===== src/rtl/fifo_reader_pkg.sv =====
// Shared types and constants for the FIFO read-side stream consumer.
package fifo_reader_pkg;

  typedef enum logic [1:0] {
    IDLE   = 2'd0,
    ACTIVE = 2'd1,
    DRAIN  = 2'd2
  } reader_state_t;

  localparam SKID_DEPTH = 2;
  localparam int OCC_WIDTH = 2;
  localparam logic [OCC_WIDTH-1:0] OCC_FULL = OCC_WIDTH'(SKID_DEPTH);

endpackage


===== src/rtl/fifo_stream_reader_if.sv =====
// Push/pop bus between the reader control logic and its two-entry skid buffer.
interface fifo_stream_reader_if #(
  parameter int DATA_WIDTH = 8
);
  import fifo_reader_pkg::*;

  logic                  push;
  logic                  pop;
  logic [DATA_WIDTH-1:0] push_data;
  logic [DATA_WIDTH-1:0] head;
  logic [OCC_WIDTH-1:0]  occ;

  modport master (output push, output pop, output push_data, input head, input occ);
  modport slave  (input push, input pop, input push_data, output head, output occ);

endinterface


===== src/rtl/skid_buffer_2.sv =====
// Two-entry in-order register FIFO; entry0 is always the head word.
module skid_buffer_2
  import fifo_reader_pkg::*;
#(
  parameter int DATA_WIDTH = 8
) (
  input logic                 clk,
  input logic                 rst_n,
  fifo_stream_reader_if.slave bus
);

  logic [DATA_WIDTH-1:0] entry0;
  logic [DATA_WIDTH-1:0] entry1;
  logic [OCC_WIDTH-1:0]  occ;

  always_ff @(posedge clk or negedge rst_n) begin
    if (!rst_n) begin
      entry0 <= '0;
      entry1 <= '0;
      occ    <= '0;
    end else begin
      case ({bus.push, bus.pop})
        2'b10: begin
          if (occ == '0) entry0 <= bus.push_data;
          else           entry1 <= bus.push_data;
          occ <= occ + 2'd1;
        end
        2'b01: begin
          entry0 <= entry1;
          occ    <= occ - 2'd1;
        end
        2'b11: begin
          // Occupancy unchanged; the new word lands behind whatever remains.
          if (occ == 2'd1) begin
            entry0 <= bus.push_data;
          end else begin
            entry0 <= entry1;
            entry1 <= bus.push_data;
          end
        end
        default: ;
      endcase
    end
  end

  always @(posedge clk) begin
    if (rst_n) begin
      assert (occ <= OCC_FULL && !(bus.push && !bus.pop && occ == OCC_FULL))
        else $error("skid_buffer_2 overflow: occ=%0d push=%0b pop=%0b", occ, bus.push, bus.pop);
    end
  end

  assign bus.head = entry0;
  assign bus.occ  = occ;

endmodule


===== src/rtl/fifo_stream_reader.sv =====
// Read-domain FIFO consumer: issues read strobes, absorbs the one-cycle read
// latency in a skid buffer and presents a valid/ready stream with a word count.
module fifo_stream_reader
  import fifo_reader_pkg::*;
#(
  parameter int DATA_WIDTH  = 8,
  parameter int COUNT_WIDTH = 16
) (
  input  logic                   RCLK_top,
  input  logic                   RST_top,
  input  logic                   ENABLE_top,
  input  logic                   EMPTY_top,
  output logic                   READ_ENABLE_TOP,
  input  logic [DATA_WIDTH-1:0]  READ_DATA_IN_top,
  output logic                   M_VALID_top,
  input  logic                   M_READY_top,
  output logic [DATA_WIDTH-1:0]  M_DATA_top,
  output logic [COUNT_WIDTH-1:0] WORD_COUNT_top,
  output logic                   BUSY_top,
  output reader_state_t          state
);

  // Stream handshake: a word transfers on every rising edge where
  // M_VALID_top and M_READY_top are both high; M_DATA_top holds while stalled.
  fifo_stream_reader_if #(.DATA_WIDTH(DATA_WIDTH)) skid_bus ();

  logic                   inflight;
  logic                   pop;
  logic                   accept;
  logic [2:0]             level_after;
  logic [COUNT_WIDTH-1:0] word_count;
  reader_state_t          state_q;

  assign pop         = M_VALID_top & M_READY_top;
  // Words held or in flight once this cycle's pop has left.
  assign level_after = {1'b0, skid_bus.occ} + {2'b00, inflight} - {2'b00, pop};

  assign READ_ENABLE_TOP = RST_top & ENABLE_top & ~EMPTY_top & (level_after < 3'd2);
  assign accept          = READ_ENABLE_TOP;

  assign skid_bus.push      = inflight;
  assign skid_bus.pop       = pop;
  assign skid_bus.push_data = READ_DATA_IN_top;

  skid_buffer_2 #(.DATA_WIDTH(DATA_WIDTH)) u_skid (
    .clk   (RCLK_top),
    .rst_n (RST_top),
    .bus   (skid_bus.slave)
  );

  always_ff @(posedge RCLK_top or negedge RST_top) begin
    if (!RST_top) begin
      inflight <= 1'b0;
    end else begin
      inflight <= accept;
    end
  end

  always_ff @(posedge RCLK_top or negedge RST_top) begin
    if (!RST_top) begin
      state_q <= IDLE;
    end else begin
      case (state_q)
        IDLE: begin
          if (accept) state_q <= ACTIVE;
        end
        ACTIVE: begin
          if (!ENABLE_top)                             state_q <= DRAIN;
          else if (level_after == 3'd0 && !accept)     state_q <= IDLE;
        end
        DRAIN: begin
          if (ENABLE_top)                              state_q <= ACTIVE;
          else if (level_after == 3'd0)                state_q <= IDLE;
        end
        default: state_q <= IDLE;
      endcase
    end
  end

  always_ff @(posedge RCLK_top or negedge RST_top) begin
    if (!RST_top) begin
      word_count <= '0;
    end else if (pop && word_count != '1) begin
      word_count <= word_count + COUNT_WIDTH'(1);
    end
  end

  assign M_VALID_top    = (skid_bus.occ != '0);
  assign M_DATA_top     = skid_bus.head;
  assign WORD_COUNT_top = word_count;
  assign BUSY_top       = (state_q != IDLE);
  assign state          = state_q;

endmodule


===== config.mk =====
export PLATFORM = sky130hd
export DESIGN_NAME = fifo_stream_reader
export DESIGN_NICKNAME = d
export VERILOG_FILES = /design/src/rtl/fifo_reader_pkg.sv /design/src/rtl/fifo_stream_reader_if.sv /design/src/rtl/skid_buffer_2.sv /design/src/rtl/fifo_stream_reader.sv
export SDC_FILE = /design/constraint.sdc
export NUM_CORES = 1
export LEC_CHECK = 0
export CORE_MARGIN = 2
export CORE_UTILIZATION = 60
export CTS_CLUSTER_SIZE = 24
export DETAILED_ROUTE_END_ITERATION = 10
export DONT_BUFFER_PORTS = 1
export PLACE_DENSITY = 0.76
export SLEW_MARGIN = 25
export SYNTH_ARGS = -nofsm -noshare
export SYNTH_HDL_FRONTEND = slang
export SYNTH_HIERARCHICAL = 1
export SYNTH_SLANG_ARGS = --single-unit

===== constraint.sdc =====
create_clock -name RCLK_top -period 3.2 [get_ports RCLK_top]
set_clock_uncertainty 0.1 [all_clocks]
set_input_delay 0.32 -clock RCLK_top [delete_from_list [all_inputs] [get_ports RCLK_top]]
set_output_delay 0.32 -clock RCLK_top [all_outputs]
set_load 0.05 [all_outputs]

==> impl_metrics.csv, run 1 <==
group,metric,value,unit
outcome,outcome,"completed",
drt,drc,0,
floorplanning,io_pins,42,
grt,track_usage,0.249,
synth,ys_warn_count,6,
grt,grt_max_degree,38,
sta,hold_viol,0,
clock_network,clk_pin_slew_worst_paths,120,ps
synth,synth_top_area_frac,0.463,
sta,drv_slew,0,
clock_network,numClockSinks,37,
final_layout,multi_input_area,1000,um2
setup_path,critPathMaxFanout,5,
grt,grt_overflow,0,
setup_path,worstSetupStartpointType,"register",
place,pre_cts_slack,256,ps
synth,synth_cell_types,40,
drt,drt-total-wl,4490,um
floorplanning,core,3100,um2
sta,setup_slack,122,ps
final_layout,mostFrequentLayoutCells,"36 x dfrtp_1, 13 x xor2_1, 13 x o21ai_0",
drt,drt_iter0_drc,148,
power_and_ir_drop,power.density,1040,nW/um2
synth,synth-edff-count,0,
sta,fmax,325,MHz
floorplanning,dieArea,3810,um2
power_and_ir_drop,peakVddDrop,0.566,mV
final_layout,fill_cells,235,
setup_path,crit_arrival,2660,ps
sta,setup_violations,0,
power_and_ir_drop,power.total,2.41,mW
synth,syn-num-nets,208,
synth,synth_mux_area_frac,0.0788,
grt,grt_pass1_wl,6900,um
final_layout,n_antenna_cell,0,
clock_network,cts_tree,"built",
clock_network,clock_tree.root_cell,"clkbuf_4",
min_path,hold_class,"input pin to register",
synth,synthTopCellsByArea,"dfrtp_1 46%, mux2_4 6.8%, xor2_1 5.7%, ha_1 5.6%, o21ai_0 3.5%",
place,io_buffers,0,
sta,period_share,0.962,
floorplanning,rows,20,
drt,drt-vias-per-instance,6.02,
synth,synth_compound_area_frac,0.103,
sta,tightest_slew,604,ps
power_and_ir_drop,leakagePower,1.09,nW
final_layout,final_cells,249,
synth,syn_area_per_cell,10.8,um2
run,maxCapViolCount,0,
final_layout,drive_above_1_share,0.205,
clock_network,htreeDepth,2,
synth,dominantRegCellSynth,"dfrtp_1",
synth,netlist_instances,185,
synth,yosys.area_share.simple,0.168,
drt,drt_pass1_iterations,4,
setup_path,crit_path_end_kind,"primary output",
floorplanning,die_h,61.7,um
final_layout,area_growth_syn_to_layout,16.0,%
final_layout,regArea,927,um2
synth,synth_xor_area_frac,0.0788,
grt,grt_pass1_vias,1544,
place,gp_congestion,0.822,
synth,syn_area,2000,um2
floorplanning,fp.dieW,61.7,um
sta,maxSlewHeadroom,0.594,
synth,ys_seq_area_frac,0.463,
power_and_ir_drop,power.switching,1.12,mW
place,dpl_cell_area,2050,um2
place,dp_hpwl,2890,um
synth,synthAdderAreaFrac,0.0663,
power_and_ir_drop,pwr-share-clk,0.166,
drt,vias,1499,
final_layout,final_common_cell,"dfrtp_1",
synth,async_reset_ff_frac,1.00,
clock_network,clk_path_buf_depth,2,
clock_network,clkLatencyLatePin,340,ps
synth,synth_top_cell_by_area,"dfrtp_1",
power_and_ir_drop,pwr-share-seq,0.466,
power_and_ir_drop,switching_share,0.465,
synth,synth_top_family_by_area,"simple AND/OR/NAND/NOR gates",
synth,ys_seq_elements,37,
floorplanning,initial_core_util,0.644,
power_and_ir_drop,intPower,1.29,mW
grt,antenna_found_initial,0,
power_and_ir_drop,p_comb_frac,0.368,
place,dp_cells,226,
setup_path,crit_type,"register to primary output",
drt,antenna_left,0,
final_layout,nets,227,
sta,min_period,3080,ps
drt,wl_per_cell,18.0,um
final_layout,fin_area,2320,um2
clock_network,cts_inserted_buffers,5,
setup_path,required,2780,ps
-- synth_stat cells (all sizes together) (2+ instances only) --
master and count:
xor2 13, nor2 6, inv 10, dfrtp 37, or3 2, nand2b 2, and3 2, nand3 7
a31oi 8, a22oi 2, nor3 6, mux2 11, and2 3, nand4 4, nand3b 2, xnor2 5
nor4 7, or2 2, nand2 10, o21ai 14, a21oi 9, buf 6, ha 9
-- kinds of logic (layout without fill, tap and decap cells) --
family	after synthesis	count (layout)
simple gates	56	56
flops	37	37
xor+xnor	18	18
compound gates	36	36
fa+ha+maj	10	10
mux	11	11
buf+inv	17	37
-- power by group through the flow --
stage / logic (mW) / clock network [mW] / registers, mW
6_report: 0.886 / 0.400 / 1.12
5_1_grt: 0.967 / 0.434 / 1.15
4_1_cts: 0.816 / 0.405 / 1.12
3_5_place_dp: 0.793 / 0 / 1.12
3_3_place_gp: 0.751 / 0 / 1.11
2_1_floorplan: 0.645 / 0 / 1.11
-- worst max-delay path: stages (launching register included) --
cell	delay (ps)
dfrtp_2	480
o21ai_2	190
inv_2	60
ha_1	260
inv_1	70
ha_1	140
inv_1	50
fa_2	370
xnor2_2	160
and4b_1	250
and2_4	170
buf_12	130
-- flip-flops by register name, indices dropped and copies added (netlist names) --
register	count
WORD_COUNT_top	16
u_skid/bus.head	8
u_skid/entry1	8
state	2
u_skid/bus.occ	2
inflight	1
-- cell type report --
class	instances	area share
Clock buffer	5	0.0162
Clock inverter	3	0.0280
Inverter	10	0.0162
Multi-Input combinational cell	131	0.433
Sequential cell	37	0.400
Tap cell	44	0.0237
Timing Repair Buffer	19	0.0831
-- path summary, 6_finish.rpt --
kind | start | to | slack [ps] | cells after the start
worst max register to register | u_skid/bus.occ[1]$_DFFE_PN0P_ | state[0]$_DFFE_PN0P_ | 550 | 12
max in group asynchronous | RST_top | u_skid/bus.occ[1]$_DFFE_PN0P_ | 2470 | 2
min in group asynchronous | RST_top | u_skid/bus.head[5]$_DFFE_PN0P_ | 330 | 2
worst min register to register | u_skid/entry1[2]$_DFFE_PN0P_ | u_skid/entry1[2]$_DFFE_PN0P_ | 420 | 1
worst max-delay path | u_skid/bus.occ[1]$_DFFE_PN0P_ | READ_ENABLE_TOP | 120 | 11
worst min-delay path | READ_DATA_IN_top[0] | u_skid/bus.head[0]$_DFFE_PN0P_ | 30 | 2
-- timing repair --
action                                  4_1_cts  5_1_grt
buffers inserted                              0        4
endpoints found under the hold margin        39        8
endpoints found under the setup margin        1        1
hold buffers                                  3        8
resized for setup                             4        3
pin swaps                                     0        2
-- per-stage QoR --
step / TNS (ps) / hold WS (ps) / util
after CTS: 0 / 5.60 / 0.708
after floorplan: 0 / -75.6 / -
final: 0 / 31.7 / 0.748
after detailed placement: 0 / -74.8 / 0.660
after global placement: 0 / -74.8 / 0.660
after global routing: -28.4 / 8.16 / 0.748
-- layer usage --
layer  global-route usage  routed length [um]  vias up
li1                     -                   -      703
met1                0.298                1800      728
met2                0.418                2290       60
met3               0.0807                 325        8
met4               0.0973                  77        0
met5                    0                   0        -
No activity file was read; power rests on OpenSTA's default activity.
==> inputs of run 2 (changes only) <==
Settings changed: BUFFER_PORTS_ARGS set to -buffer_cell sky130_fd_sc_hd__clkbuf_2, CORE_UTILIZATION 60 to 54, DONT_BUFFER_PORTS 1 to not set, PLACE_DENSITY 0.76 to 0.79.
==> run 2 against run 1 <==
  * Worst hold slack about the same
  * First-iteration DRC count rose by 2.0%
  * Largest cell class unchanged
  * Combinational power up 41%
  * Clock power is 12% lower
  * Highest routed layer unchanged
  * Non-clock buffer count rose by 26
==> impl_metrics.csv, run 2 (same netlist as run 1, synthesis figures left out) <==
group,metric,value,unit
drt,drt_iter0_drc,151,
place,gp_congestion,0.760,
floorplanning,io_pins,42,
power_and_ir_drop,peakVddDrop,0.633,mV
setup_path,crit_buf_inv,4,
clock_network,clkLatencyLatePin,280,ps
grt,grt_pass1_vias,1415,
grt,track_usage,0.206,
outcome,outcome,"completed",
clock_network,post_cts_hold_buffer_count,0,
final_layout,area_growth_syn_to_layout,18.0,%
setup_path,reg2reg_depth,11,
setup_path,critPathMaxFanout,6,
setup_path,r2r_start,"u_skid/bus.occ[0]$_DFFE_PN0P_",
floorplanning,core,3610,um2
final_layout,mostFrequentLayoutCells,"40 x clkbuf_2, 37 x dfrtp_1, 13 x xor2_1, 13 x o21ai_0, 10 x nand2_1",
final_layout,drive_above_1_share,0.320,
min_path,hold_class,"input pin to async pin",
sta,hold_viol,0,
sta,tightest_slew,603,ps
run,maxCapViolCount,0,
sta,fmax,326,MHz
sta,setup_violations,0,
drt,drc,0,
place,pre_cts_slack,278,ps
floorplanning,initial_core_util,0.554,
setup_path,cp_top_family,"adder cells",
final_layout,regArea,926,um2
drt,antenna_left,0,
final_layout,final_common_cell,"clkbuf_2",
grt,antenna_found_initial,0,
power_and_ir_drop,pwr-share-clk,0.148,
floorplanning,fp.dieW,64.9,um
grt,grt_max_degree,38,
sta,setup_slack,136,ps
final_layout,fill_cells,310,
place,dpl_cell_area,2250,um2
floorplanning,die_h,64.9,um
grt,grt_overflow,0,
setup_path,path_cells,"o21ai_1 > inv_2 > ha_1 > inv_1 > ha_1 > inv_1 > fa_1 > xnor2_2 > and4b_1 > and2_1 > buf_4",
clock_network,clk_pin_slew_worst_paths,70,ps
sta,period_share,0.958,
floorplanning,dieArea,4210,um2
setup_path,reg2reg_to,"state[0]$_DFFE_PN0P_",
final_layout,multi_input_area,996,um2
sta,maxSlewHeadroom,0.595,
place,dp_hpwl,2910,um
floorplanning,rows,22,
clock_network,htreeDepth,2,
power_and_ir_drop,power.switching,1.10,mW
setup_path,crit_path_end_kind,"primary output",
clock_network,cts_tree,"built",
power_and_ir_drop,switching_share,0.463,
setup_path,worstSetupPathDepth,11,
sta,drv_slew,0,
setup_path,required,2780,ps
final_layout,nets,253,
sta,min_period,3060,ps
place,io_buffers,41,
grt,grt_pass1_wl,6710,um
setup_path,crit_arrival,2640,ps
final_layout,n_antenna_cell,0,
drt,drt-total-wl,4020,um
clock_network,clk_path_buf_depth,2,
drt,drt-vias-per-instance,5.47,
drt,wl_per_cell,14.4,um
final_layout,largest_reg_flops,16,
clock_network,cts_inserted_buffers,5,
power_and_ir_drop,intPower,1.27,mW
clock_network,clock_tree.root_cell,"clkbuf_8",
power_and_ir_drop,pwr-share-seq,0.327,
power_and_ir_drop,p_comb_frac,0.525,
setup_path,r2r_slack,740,ps
clock_network,numClockSinks,37,
setup_path,max_stage_delay,420,ps
setup_path,worstSetupStartpointType,"register",
final_layout,fin_area,2360,um2
setup_path,crit_slowest_cell,"fa_1",
power_and_ir_drop,power.density,1010,nW/um2
drt,drt_pass1_iterations,4,
power_and_ir_drop,leakagePower,1.18,nW
setup_path,crit_type,"register to primary output",
drt,vias,1527,
==> run 2: cell types whose count changed in the layout (fill, tap and decap cells not counted), sizes merged <==
cell         change
dlygate4sd3     -10
buf              -4
clkbuf          +42
bufinv           -2
==> run 2: worst max-delay path by stage <==
| stage | start | end | slack (ps) |
|---|---|---|---|
| after floorplan | u_skid/bus.occ[0]$_DFFE_PN0P_ | READ_ENABLE_TOP | 190 |
| after global placement | u_skid/bus.occ[0]$_DFFE_PN0P_ | READ_ENABLE_TOP | 370 |
| after detailed placement | u_skid/bus.occ[0]$_DFFE_PN0P_ | READ_ENABLE_TOP | 280 |
| after CTS | u_skid/bus.occ[0]$_DFFE_PN0P_ | READ_ENABLE_TOP | 3 |
| after global routing | u_skid/bus.occ[1]$_DFFE_PN0P_ | READ_ENABLE_TOP | -20 |
| final | u_skid/bus.occ[0]$_DFFE_PN0P_ | READ_ENABLE_TOP | 140 |
==> run 2: final cells by class <==
type,count,share of cell area
timing repair buffer,45,0.101
sequential,37,0.393
tap,48,0.0255
multi-input combinational,131,0.422
clock buffer,7,0.0408
inverter,10,0.0159
clock inverter,1,0.00212
==> run 2: through the flow <==
step	utilization	power [mW]	setup TNS [ps]	hold slack, ps	std cells
after floorplan	-	1.76	0	-75.6	185
after global placement	0.623	1.98	0	350	271
after detailed placement	0.623	2.01	0	349	271
after CTS	0.652	2.37	0	39.9	279
after global routing	0.654	2.53	-22.6	64.1	279
final	0.654	2.38	0	31.9	279
==> run 2: metal layers <==
metal  vias to the layer above  GRT usage  part of all wire
li1                        746          -                 -
met1                       731      0.292              0.48
met2                        48      0.318              0.47
met3                         2     0.0399             0.048
met4                         0     0.0638            0.0055
met5                         -          0                 0
==> run 2: power groups by stage <==
stage,logic (mW),registers (mW),clock network (mW)
floorplan,0.645,1.11,0
global placement,1.20,0.774,0
detailed placement,1.23,0.781,0
CTS,1.23,0.774,0.359
global route,1.35,0.798,0.382
finish,1.25,0.777,0.351
==> run 2: repair_timing <==
item / 4_1_cts / 5_1_grt
setup buffers: 0 / 0
gates resized for setup: 1 / 4
setup endpoints to repair: 1 / 1
